### src/rtl/apb_rr_master.sv
// Round-robin APB master: two requesters share one APB slave, one SETUP/ACCESS transfer per grant.
// Optional ACCESS timeout abort is compiled in with `define APB_RR_TIMEOUT_EN.
module apb_rr_master #(
  parameter int unsigned ADDR_W         = 4,
  parameter int unsigned DATA_W         = 8,
  parameter int unsigned TIMEOUT_CYCLES = 16
) (
  input  logic              PCLK,
  input  logic              PRESET,
  input  logic              req0,
  input  logic              wr0,
  input  logic [ADDR_W-1:0] addr0,
  input  logic [DATA_W-1:0] wdata0,
  output logic              gnt0,
  output logic              done0,
  input  logic              req1,
  input  logic              wr1,
  input  logic [ADDR_W-1:0] addr1,
  input  logic [DATA_W-1:0] wdata1,
  output logic              gnt1,
  output logic              done1,
  output logic [DATA_W-1:0] rdata,
  output logic              err,
  output logic              PSELx,
  output logic              PENABLE,
  output logic              PWRITE,
  output logic [ADDR_W-1:0] PADDR,
  output logic [DATA_W-1:0] PWDATA,
  input  logic [DATA_W-1:0] PRDATA,
  input  logic              PREADY
);

  if (TIMEOUT_CYCLES < 2 || TIMEOUT_CYCLES > 255) begin : g_bad_timeout
    $error("TIMEOUT_CYCLES must be in 2..255");
  end

  typedef enum logic [1:0] {StIdle, StSetup, StAccess} state_e;

  state_e            state_q, state_d;
  logic              last_q, last_d;
  logic              owner_q, owner_d;
  logic              wr_q, wr_d;
  logic [ADDR_W-1:0] addr_q, addr_d;
  logic [DATA_W-1:0] wdata_q, wdata_d;
  logic [DATA_W-1:0] rdata_q, rdata_d;
  logic              done0_q, done0_d;
  logic              done1_q, done1_d;
  logic              sel0, sel1;

`ifdef APB_RR_TIMEOUT_EN
  localparam logic [7:0] TmoLast = 8'(TIMEOUT_CYCLES - 1);
  logic [7:0] tmo_q, tmo_d;
  logic       err_q, err_d;
`endif

  // On a tie the requester that did not win last time is served.
  assign sel0 = req0 & (~req1 | last_q);
  assign sel1 = req1 & (~req0 | ~last_q);

  // Reset gates the grants so they drop asynchronously along with the registered outputs.
  assign gnt0 = (state_q == StIdle) & sel0 & ~PRESET;
  assign gnt1 = (state_q == StIdle) & sel1 & ~PRESET;

  assign PSELx   = (state_q != StIdle);
  assign PENABLE = (state_q == StAccess);
  assign PWRITE  = wr_q;
  assign PADDR   = addr_q;
  assign PWDATA  = wdata_q;
  assign rdata   = rdata_q;
  assign done0   = done0_q;
  assign done1   = done1_q;

`ifdef APB_RR_TIMEOUT_EN
  assign err = err_q;
`else
  assign err = 1'b0;
`endif

  always_comb begin
    state_d = state_q;
    last_d  = last_q;
    owner_d = owner_q;
    wr_d    = wr_q;
    addr_d  = addr_q;
    wdata_d = wdata_q;
    rdata_d = rdata_q;
    done0_d = 1'b0;
    done1_d = 1'b0;
`ifdef APB_RR_TIMEOUT_EN
    tmo_d   = tmo_q;
    err_d   = 1'b0;
`endif
    unique case (state_q)
      StIdle: begin
        if (sel0 || sel1) begin
          owner_d = sel1;
          last_d  = sel1;
          wr_d    = sel1 ? wr1    : wr0;
          addr_d  = sel1 ? addr1  : addr0;
          wdata_d = sel1 ? wdata1 : wdata0;
          state_d = StSetup;
        end
      end
      StSetup: begin
        state_d = StAccess;
`ifdef APB_RR_TIMEOUT_EN
        tmo_d   = 8'd0;
`endif
      end
      StAccess: begin
        if (PREADY) begin
          state_d = StIdle;
          done0_d = ~owner_q;
          done1_d = owner_q;
          if (!wr_q) begin
            rdata_d = PRDATA;
          end
        end
`ifdef APB_RR_TIMEOUT_EN
        else if (tmo_q == TmoLast) begin
          state_d = StIdle;
          done0_d = ~owner_q;
          done1_d = owner_q;
          err_d   = 1'b1;
          rdata_d = '0;
        end else begin
          tmo_d = tmo_q + 8'd1;
        end
`endif
      end
      default: state_d = StIdle;
    endcase
  end

  always_ff @(posedge PCLK or posedge PRESET) begin
    if (PRESET) begin
      state_q <= StIdle;
      last_q  <= 1'b1;
      owner_q <= 1'b0;
      wr_q    <= 1'b0;
      addr_q  <= '0;
      wdata_q <= '0;
      rdata_q <= '0;
      done0_q <= 1'b0;
      done1_q <= 1'b0;
    end else begin
      state_q <= state_d;
      last_q  <= last_d;
      owner_q <= owner_d;
      wr_q    <= wr_d;
      addr_q  <= addr_d;
      wdata_q <= wdata_d;
      rdata_q <= rdata_d;
      done0_q <= done0_d;
      done1_q <= done1_d;
    end
  end

`ifdef APB_RR_TIMEOUT_EN
  always_ff @(posedge PCLK or posedge PRESET) begin
    if (PRESET) begin
      tmo_q <= 8'd0;
      err_q <= 1'b0;
    end else begin
      tmo_q <= tmo_d;
      err_q <= err_d;
    end
  end
`endif

endmodule
### config.mk
export PLATFORM = sky130hd
export DESIGN_NAME = apb_rr_master
export DESIGN_NICKNAME = d
export VERILOG_FILES = /design/src/rtl/apb_rr_master.sv
export SDC_FILE = /design/constraint.sdc
export NUM_CORES = 1
export LEC_CHECK = 0
export CORE_MARGIN = 10
export CORE_UTILIZATION = 35
export CTS_CLUSTER_SIZE = 10
export DETAILED_ROUTE_END_ITERATION = 10
export PLACE_DENSITY_LB_ADDON = 0.05
export REMOVE_ABC_BUFFERS = 1
export SLEW_MARGIN = 15
export SYNTH_ARGS = -nofsm -noshare
export SYNTH_HDL_FRONTEND = slang
export SYNTH_SLANG_ARGS = --single-unit
### constraint.sdc
create_clock -name PCLK -period 3.9 [get_ports PCLK]
set_clock_uncertainty 0.2 [all_clocks]
set_input_delay 0.78 -clock PCLK [delete_from_list [all_inputs] [get_ports PCLK]]
set_output_delay 0.78 -clock PCLK [all_outputs]
set_load 0.005 [all_outputs]
### Word level (Yosys, flattened, before mapping)

Index checks and enable logic that the tools add are counted.
Widths: inputs -> output; s select.

* equality and inequality tests: 4
* mux-type cells: 10
* bitwise logic cells: 14
* reductions and logical operators: 6

Operators with widths (count)
* $mux 8: 1
* $and 1x1->1: 6
* $not 1->1: 6
* $pmux 2 s3: 1
* $mux 1: 5
* $mux 2: 2
* $mux 4: 1
* $ne 2x1->1 const B: 2
* $reduce_and 2->1: 2
* $reduce_and 3->1: 1
* $eq 2x1->1 const B: 1
* $eq 2x2->1 const B: 1
* $logic_not 2->1: 1
* $or 1x1->1: 2
* $reduce_bool 2->1: 1
* $logic_or 1x1->1: 1

* register bits: 27
* bits of input ports: 39
* output and inout port bits: 28
* logic and storage cells: 43

### Depth between registers and ports, before layout

* depth in word-level cells: 6
* mapped depth: 5
* depth with buffers taken out: 3

### Worst setup path after synthesis

OpenSTA, ideal clock, no wires.

* path type: input -> output
* from: in req1
* to: out gnt1
* data arrival time: 1.434 ns
* data required time: 2.920 ns
* path slack: 1.486 ns
* stages on the path: 4
* path buffers: 2
* cell sequence: a21bo_1 -> buf_6 -> buf_6 -> nor3_1

* longest elaborated chain between the ends: 3

RTL lines
* start: declaration: line 16 `input logic req1,`
* $and 1x1->1: line 58 `assign sel1 = req1 & (~req0 | ~last_q);`
* $and 1x1->1 (2 in series): line 62 `assign gnt1 = (state_q == StIdle) & sel1 & ~PRESET;`
* end: declaration: line 20 `output logic gnt1,`

Every way passes these cells.

### Worst setup path after layout

Ends and elaborated chain as after synthesis.

==> impl_metrics.py <==
metrics = {
    "setup_path": {
        "r2r_slack_ns": 2.03,
        "critPathKind": "input port to output pin",
        "startpoint_type": "input port",
        "critical_path_arrival_ns": 2.29,
        "crit_path_start": "req1",
        "crit_fanout": 4,
        "cp_slowest_cell": "clkdlybuf4s50_1",
        "reg2reg_to": "PWDATA[5]",
        "critPathTopFamily": "buffers and inverters",
        "cp.required_ns": 2.92,
        "r2r-start": "last_q",
        "reg2regPathDepth": 4,
        "crit_chain": "clkdlybuf4s50_1 -> a21bo_1 -> nor3_1 -> clkdlybuf4s50_1",
        "path_buf_inv": 2,
        "endpoint": "gnt1",
        "slowest_delay_ns": 0.56,
        "cp_common_cell": "clkdlybuf4s50_1",
        "cp.depth": 4,
        "endpoint_kind": "output pin",
    },
    "placed_design": {
        "dp.cells": 195,
        "port_buffers": 65,
        "post-dp-hpwl_um": 2480,
        "place_ws_ns": 0.644,
        "routabilityCongestion": 0.669,
    },
    "power_and_ir_drop": {
        "power_switching_uw": 346,
        "p_comb_frac": 0.503,
        "vdd_drop_max_uv": 262,
        "power_density_mw_per_mm2": 625,
        "p_leak_uw": 0.000835,
        "seq_power_share": 0.402,
        "clockPowerShare": 0.095,
        "swShare": 0.282,
        "internal_power_uw": 879,
    },
    "clock_network": {
        "clockRootBuffer": "clkbuf_4",
        "cts_tree": "yes",
        "clockBufferDepth": 2,
        "cts_made_buffers": 3,
        "postCtsSetupBuffers": 0,
        "cts_max_level": 1,
        "insertion_delay_ns": 0.31,
        "holdBufCountCts": 0,
        "cts_resized": 0,
        "cts.reportedPaths.clkPinSlew_ns": 0.14,
        "cts_sinks": 27,
    },
    "logic_synthesis": {
        "synth_area_leaders": "dfrtp_1 52%, mux2_2 24%, mux2_4 9.7%, dfstp_2 2.1%, buf_6 1.8%",
        "yosys_register_bits": 27,
        "ys_types": 23,
        "syn_avg_cell_area_um2": 14.5,
        "synth_top_cell_area_share": 0.523,
        "syn_area_mm2": 0.00124,
        "synth_cells": 86,
        "ys_seq_area_frac": 0.544,
        "yosys_warnings": 0,
        "yosys.area.top_type": "dfrtp_1",
    },
    "layout": {
        "fin_cells": 199,
        "final_common_cell": "clkdlybuf4s50_1",
        "fill_cells": 286,
        "mostFrequentLayoutCells": "65 x clkdlybuf4s50_1, 26 x dfrtp_1, 26 x mux2_2, 8 x mux2_4",
        "drive_gt1_frac": 0.275,
        "syn_to_final_growth_pct": 57.5,
        "seq_area_um2": 677,
        "fin_util": 0.578,
        "multi_input_area_um2": 517,
        "diodes": 0,
        "layout.nets": 193,
    },
    "route": {
        "detail_route.first_pass.iterations": 3,
        "drtIter0Drc": 8,
        "ant_nets": 0,
        "drc": 0,
        "drt-total-wl_um": 3070,
        "post_drt_wl_per_cell_um": 15.4,
        "num_vias": 919,
        "viasPerCell": 4.62,
    },
    "timing": {
        "rsz0062_at_grt": "no",
        "setup_viol": 0,
        "tns_ns": 0,
        "slew_violations": 0,
        "finalHoldViolCount": 0,
        "max_freq_mhz": 306,
        "max_slew_margin": 0.360,
        "holdWs_ns": 0.268,
        "fin_crit_sh": 0.838,
        "worstMarginPinSlew_ns": 0.954,
        "setup_slack_ns": 0.631,
        "post-route-min-period_ns": 3.27,
    },
    "die": {
        "ios": 67,
        "die_h_um": 79.6,
        "core_area_mm2": 0.00339,
        "rows": 21,
        "start_util": 0.367,
        "fp.dieW_um": 79.6,
        "die_area_mm2": 0.00634,
    },
    "grt": {
        "antenna_found_initial": 0,
        "grt_first_pass_wirelength_um": 4780,
        "grt_max_degree": 28,
        "grt_use_total": 0.0949,
        "grt_pass1_vias": 1003,
        "grt-ovfl-total": 0,
    },
    "min_path": {
        "hp-class": "register to register",
    },
    "flow_run": {
        "max_cap_violations": 0,
    },
    "outcome": {
        "status": "completed",
    },
}
## cells in the mapped netlist
cell and instances:
mux2i_1 1, nand3b_1 1, inv_1 4, nor2b_1 1, nor2_2 1, nand2b_1 1
buf_2 1, o21ai_0 1, mux2_2 26, o21ai_1 1, nor3_1 2, a31oi_1 1
a21oi_1 1, a21bo_1 1, nor2_1 2, buf_6 2, dfrtp_1 26, mux2_4 8
conb_1 1, buf_4 1, dfstp_2 1, o2bb2ai_1 1, and3_1 1
## worst register-to-register path, delay by kind of cell (launching register included)
family          cells  cell delay [ns]
buf+inv             1             0.25
flops               1             0.58
compound gates      1             0.12
mux                 2             0.62
## layer usage
metal  wire, µm  part of all wire  global-route usage
met1       1190              0.39               0.103
met2       1530              0.50               0.164
met3        331              0.11              0.0405
met4         18            0.0059              0.0269
met5          0                 0                   0
## through the flow
stage / power, µW / area (µm²)
3_3_place_gp: 1120 / 1930
4_1_cts: 1250 / 1960
3_5_place_dp: 1130 / 1930
6_report: 1220 / 1960
2_1_floorplan: 759 / 1210
5_1_grt: 1320 / 1960
## sequential cells by signal, summed over array words and instances (netlist names)
signal	flops
PADDR	4
last_q	1
state_q	2
owner_q	1
PWDATA	8
done1	1
rdata	8
PWRITE	1
done0	1
## how the worst min path moves through the flow
stage	to	slack, ns	start	depth (start not counted)
after floorplan	done0	0.22	owner_q	1
after global placement	done0	0.25	owner_q	1
after detailed placement	done0	0.25	owner_q	1
after CTS	done0	0.27	owner_q	1
after global routing	done0	0.29	owner_q	1
final	done0	0.27	owner_q	1
## cells by family (layout without fill, tap and decap cells)
kind of cell           Yosys count  in the layout  synth area share
AOI/OAI and AO/OA                6              6            0.0322
and+or+nand+nor                  9              9            0.0403
buffers and inverters            8             75            0.0402
other                            1              1           0.00302
DFF                             27             27             0.544
muxes                           35             35             0.340
## power by group through the flow
| stage | clock, µW | sequential (µW) | combinational (µW) |
|---|---|---|---|
| global placement | 0 | 492 | 623 |
| detailed placement | 0 | 500 | 633 |
| CTS | 126 | 493 | 635 |
| finish | 116 | 492 | 616 |
| global route | 136 | 510 | 671 |
| floorplan | 0 | 504 | 254 |
## layout make-up
class                      count  share of cell area
sequential                    27               0.345
timing repair buffer          67               0.340
multi-input combinational     51               0.264
tap                           46              0.0294
clock buffer                   3              0.0115
inverter                       4             0.00766
clock inverter                 1             0.00255
No activity file was read; power rests on OpenSTA's default activity.
